## config.mk

```make
export PLATFORM = sky130hd
export DESIGN_NAME = sram_access_controller
export DESIGN_NICKNAME = d
export VERILOG_FILES = /design/src/rtl/sram_access_controller.sv
export SDC_FILE = /design/constraint.sdc
export NUM_CORES = 1
export LEC_CHECK = 0
export ABC_CLOCK_PERIOD_IN_PS = 2300
export CAP_MARGIN = 30
export CORE_MARGIN = 4
export CORE_UTILIZATION = 40
export DETAILED_ROUTE_END_ITERATION = 10
export PLACE_DENSITY = 0.74
export SETUP_SLACK_MARGIN = 0.02
export SKIP_CTS_REPAIR_TIMING = 1
export SLEW_MARGIN = 20
export SYNTH_ARGS = -nofsm -noshare
export SYNTH_HDL_FRONTEND = slang
export SYNTH_SLANG_ARGS = --single-unit
```

## constraint.sdc

```tcl
create_clock -name clk -period 2.3 [get_ports clk]
set_input_delay 0.23 -clock clk [delete_from_list [all_inputs] [get_ports clk]]
set_output_delay 0.23 -clock clk [all_outputs]
set_load 0.02 [all_outputs]
```

## src/rtl/sram_access_controller.sv

```systemverilog
// sram_access_controller
// Sequences each 32-bit MEM-stage load/store onto an external 16-bit asynchronous
// SRAM as two half-word phases (low half first), each held for WAIT_CYCLES cycles.
// ready drops while an access is in flight so the pipeline freezes IF..MEM.
//
// Ports:
//   clk, rst     system clock; synchronous active-high reset
//   wr_en, rd_en MEM-stage store / load requests (store wins if both are set)
//   address      byte address (ALU result); BASE_ADDR maps to SRAM word 0
//   write_data   store data
//   read_data    registered load result, held until the next load completes
//   ready        1 = pipeline may advance this cycle, 0 = freeze
//   sram_addr    half-word address {word_index, half}
//   sram_dq_out  write data toward the SRAM
//   sram_dq_in   read data from the SRAM
//   sram_dq_oe   1 = controller drives DQ (tristate built at top level)
//   sram_we_n    active-low write strobe
module sram_access_controller #(
  parameter int unsigned WAIT_CYCLES = 1,
  parameter int unsigned BASE_ADDR   = 1024
) (
  input  logic        clk,
  input  logic        rst,
  input  logic        wr_en,
  input  logic        rd_en,
  input  logic [31:0] address,
  input  logic [31:0] write_data,
  output logic [31:0] read_data,
  output logic        ready,
  output logic [17:0] sram_addr,
  output logic [15:0] sram_dq_out,
  input  logic [15:0] sram_dq_in,
  output logic        sram_dq_oe,
  output logic        sram_we_n
);

  localparam int unsigned CntW = (WAIT_CYCLES > 1) ? $clog2(WAIT_CYCLES) : 1;
  localparam logic [CntW-1:0] CntLast = CntW'(WAIT_CYCLES - 1);

  typedef enum logic [1:0] {StIdle, StLow, StHigh, StDone} state_e;

  state_e          state_q, state_d;
  logic [CntW-1:0] cnt_q;
  logic            op_wr_q;
  logic [16:0]     word_q;
  logic [15:0]     data_hi_q;

  logic            req;
  logic            last;
  logic [31:0]     offset;
  logic [16:0]     word_index;
  logic            unused_offset_bits;

  assign req        = wr_en | rd_en;
  assign last       = (cnt_q == CntLast);
  // Out-of-range addresses simply wrap onto the 2^17-word SRAM.
  assign offset     = address - BASE_ADDR;
  assign word_index = offset[18:2];
  assign unused_offset_bits = ^{offset[31:19], offset[1:0]};

  always_ff @(posedge clk) begin
    if (rst) begin
      state_q <= StIdle;
    end else begin
      state_q <= state_d;
    end
  end

  always_comb begin
    state_d = state_q;
    ready   = 1'b0;
    case (state_q)
      StIdle: begin
        ready = ~req;
        if (req) state_d = StLow;
      end
      StLow: begin
        if (last) state_d = StHigh;
      end
      StHigh: begin
        if (last) state_d = StDone;
      end
      StDone: begin
        ready   = 1'b1;
        state_d = StIdle;
      end
      default: state_d = StIdle;
    endcase
  end

  // Bus outputs are loaded on the edge that enters each phase, so they stay
  // stable for the whole phase. Store data low half goes straight from the
  // input; only the high half needs to be kept.
  always_ff @(posedge clk) begin
    if (rst) begin
      cnt_q       <= '0;
      op_wr_q     <= 1'b0;
      word_q      <= '0;
      data_hi_q   <= '0;
      read_data   <= '0;
      sram_addr   <= '0;
      sram_dq_out <= '0;
      sram_dq_oe  <= 1'b0;
      sram_we_n   <= 1'b1;
    end else begin
      case (state_q)
        StIdle: begin
          if (req) begin
            op_wr_q     <= wr_en;
            word_q      <= word_index;
            data_hi_q   <= write_data[31:16];
            cnt_q       <= '0;
            sram_addr   <= {word_index, 1'b0};
            sram_dq_out <= write_data[15:0];
            sram_dq_oe  <= wr_en;
            sram_we_n   <= ~wr_en;
          end
        end
        StLow: begin
          if (last) begin
            cnt_q <= '0;
            if (!op_wr_q) read_data[15:0] <= sram_dq_in;
            sram_addr   <= {word_q, 1'b1};
            sram_dq_out <= data_hi_q;
          end else begin
            cnt_q <= cnt_q + 1'b1;
          end
        end
        StHigh: begin
          if (last) begin
            cnt_q <= '0;
            if (!op_wr_q) read_data[31:16] <= sram_dq_in;
            sram_dq_oe <= 1'b0;
            sram_we_n  <= 1'b1;
          end else begin
            cnt_q <= cnt_q + 1'b1;
          end
        end
        default: ;
      endcase
    end
  end

endmodule

```

==> impl_metrics.tcl <==
set metrics [dict create \
    status "finished, final reports clean" \
    dieWidth_um 110.0 \
    power.static_leakage_nw 2.181 \
    drive_above_1_share_pct 6.421 \
    synth_cell_types 37 \
    path_cells "inv_1 -> ha_4 -> nor3b_4 -> nor2_1 -> nor2_1 -> dlymetal6s2s_1" \
    grt_start_max_net_pins 59 \
    clk_path_buf_depth 2 \
    p_sw_mw 2.729 \
    drt-vias-per-instance 4.980 \
    cap_violations 0 \
    ys_seq_elements 104 \
    min_from "rst" \
    synthArstFlopShare_pct 0 \
    syn_nets 584 \
    cp_max_fo 9 \
    fin_area_sq_um 5907 \
    fin_tns_setup_ns 0 \
    cts_htree_levels 3 \
    p_comb_share_pct 46.6 \
    grt_pass1_vias 3599 \
    netlist_instances 494 \
    seq_area_frac_synth_pct 50.02 \
    route.detailed.drc 0 \
    setup_viol 0 \
    cpLargestDelayFamily "buffers and inverters" \
    hold_end "read_data[1]$_SDFFE_PP0P_" \
    power_frac_seq_pct 36.9 \
    slowest_delay_ns 0.34 \
    dieArea_sq_um 12100 \
    overflow 0 \
    io_pins 153 \
    core.rowCount 36 \
    area_growth_syn_to_layout_pct 41.90 \
    drt-wirelength-per-cell_um 14.68 \
    crit_type "flip-flop to output pin" \
    met2_length_um 5257 \
    cts_made_buffers 9 \
    clk_pin_slew_ns 0.10 \
    worstHoldPathCells 2 \
    cp_slowest_cell "dfxtp_1" \
    place_hpwl_um 7928 \
    r2r_start "state_q[0]$_SDFFE_PP0N_" \
    hp-class "input port to flip-flop" \
    clock.fmax_mhz 529.4 \
    num_vias 3765 \
    period_needed_ns 1.889 \
    post-route-util_pct 59.34 \
    wl_met3_um 693 \
    rsz0062_at_grt "false" \
    intPower_mw 4.298 \
    diodes 0 \
    grtUsageTotal_pct 17.97 \
    ir_drop_uv 608.8 \
    first_iter_violations 199 \
    wl_um 11100 \
    hold_viol 0 \
    end_kind "output pin" \
    startpoint_type "flip-flop" \
    final_cells 756 \
    worst-r2r-cell-count 6 \
    worst_hold_slack_ns 0.3342 \
    port_buffers 137 \
    p_sw_share_pct 38.83 \
    ys_warn_count 0 \
    start_util_pct 41.82 \
    syn_area_sq_um 4163 \
    p_per_area_nw_per_um2 1190 \
    finalMaxSlewViolations 0 \
    cts_tree "built" \
    r2r_end "sram_addr[12]$_SDFFE_PP0P_" \
    grt_pass1_wl_um 17320 \
    clock_latency_ns 0.35 \
    syn-mean-instance-area_sq_um 8.427 \
    root_buffer "clkbuf_8" \
    power.share.clock_pct 16.5 \
    nFillCells 877 \
    coreArea_sq_um 9955 \
    post_dp_cell_area_sq_um 5687 \
    top_layer "met4" \
    crit_buf_inv 2 \
    maxSlewHeadroom_pct 53.89 \
    reg2reg_setup_slack_ns 0.45 \
    min_period_over_period_pct 82.13 \
    globalplace.congestion 0.8241 \
    wl_met1_um 4878 \
    dp_cells 740 \
    antenna_left 0 \
    crit_arrival_ns 1.66 \
    required_ns 2.07 \
    drt-pass1-iter-count 5 \
    synth-edff-count 0 \
    synth_flop_cell "dfxtp_1" \
    crit_top_cell "nor2_1" \
    tightest_slew_ns 0.6916 \
    skew_ns 0.01139 \
    nets 708 \
    die_y_um 110.0 \
    cts.sinks 104 \
    antenna_found_initial 0 \
]
-- cells in the mapped netlist, drive strengths merged, types with 3 or more instances --
library cell / count / area [sq um]
o21ai: 12 / 63.81
clkbuf: 26 / 97.59
inv: 7 / 26.28
mux2i: 26 / 260.3
a21oi: 68 / 340.3
buf: 10 / 47.55
nand2: 127 / 476.7
a211oi: 31 / 232.7
xnor2: 6 / 52.55
dfxtp: 104 / 2082
ha: 6 / 75.07
nor2: 43 / 168.9
nor3: 3 / 15.01
nand2b: 3 / 18.77
-- power groups by stage --
| stage | Clock (mW) | Sequential [mW] | Combinational [mW] |
|---|---|---|---|
| floorplan | 0 | 3.03 | 1.49 |
| global placement | 0 | 2.61 | 3.21 |
| detailed placement | 0 | 2.63 | 3.28 |
| CTS | 1.20 | 2.60 | 3.29 |
| global route | 1.27 | 2.66 | 3.57 |
| finish | 1.16 | 2.59 | 3.28 |
-- worst max path at each step --
| stage | startpoint | end | slack [ns] | cells after the start |
|---|---|---|---|---|
| global placement | wr_en | ready | 0.31 | 5 |
| floorplan | state_q[0]$_SDFFE_PP0N_ | sram_addr[12]$_SDFFE_PP0P_ | 0.60 | 7 |
| finish | state_q[0]$_SDFFE_PP0N_ | ready | 0.41 | 6 |
| CTS | state_q[0]$_SDFFE_PP0N_ | ready | -0.17 | 6 |
| detailed placement | state_q[0]$_SDFFE_PP0N_ | ready | 0.24 | 6 |
| global route | state_q[0]$_SDFFE_PP0N_ | ready | 0.29 | 6 |
-- cell families (layout without fill, tap and decap cells) --
group | after synthesis | in the layout | share of synthesized area [%]
flip-flops | 104 | 104 | 50.02
AND/OR/NAND/NOR | 187 | 187 | 18.88
buffers and inverters | 43 | 172 | 4.118
AO/OA/AOI/OAI | 121 | 121 | 17.46
XOR/XNOR | 7 | 7 | 1.473
multiplexers | 26 | 26 | 6.252
adder cells (fa/ha/maj) | 6 | 6 | 1.803
-- per-stage QoR --
step	setup WS, ns	total power, mW
after floorplan	0.5951	4.515
after global placement	0.3106	5.820
after detailed placement	0.2384	5.907
after CTS	-0.1659	7.080
after global routing	0.2893	7.500
final	0.4110	7.027
-- final cells by class --
cell class                 count  area, sq um  area share, %
clock inverter                 5        63.81          1.080
clock buffer                  11        141.4          2.394
inverter                       7        26.28         0.4448
tap                          133        166.4          2.817
multi-input combinational    347         1928          32.64
sequential                   104         2082          35.25
timing repair buffer         149         1499          25.38
-- state kept, by name (all words and copies together) (netlist names) --
| signal | flops |
|---|---|
| sram_dq_oe | 1 |
| sram_addr | 18 |
| state_q | 2 |
| read_data | 32 |
| op_wr_q | 1 |
| sram_dq_out | 16 |
| data_hi_q | 16 |
| sram_we_n | 1 |
| word_q | 17 |
-- per-layer routing --
layer  track usage (%)  vias up
met5                 0        -
met3             4.135       16
met2             29.68      105
li1                  -     1924
met4             6.946        0
met1             22.77     1720
-- cell usage in the layout (no fill, tap or decap), types with 2 or more instances in the layout --
cell type        Yosys  layout
o21ai_2              1       2
a21oi_1             68      68
a2111oi_0            2       2
dfxtp_1            104     104
nor3_1               3       3
ha_1                 6       4
clkdlybuf4s50_1      0     135
clkbuf_8             0      10
a31o_2               2       2
nor4_2               2       2
inv_1                7       7
nand2_1            127     127
clkinv_4             0       2
nand2b_1             3       3
mux2i_1             26      26
nor2_1              42      42
o21ai_0             10      10
buf_4                0      10
a211oi_1            31      31
buf_12               0       3
xnor2_1              6       6
(Power assumes the default switching activity.)
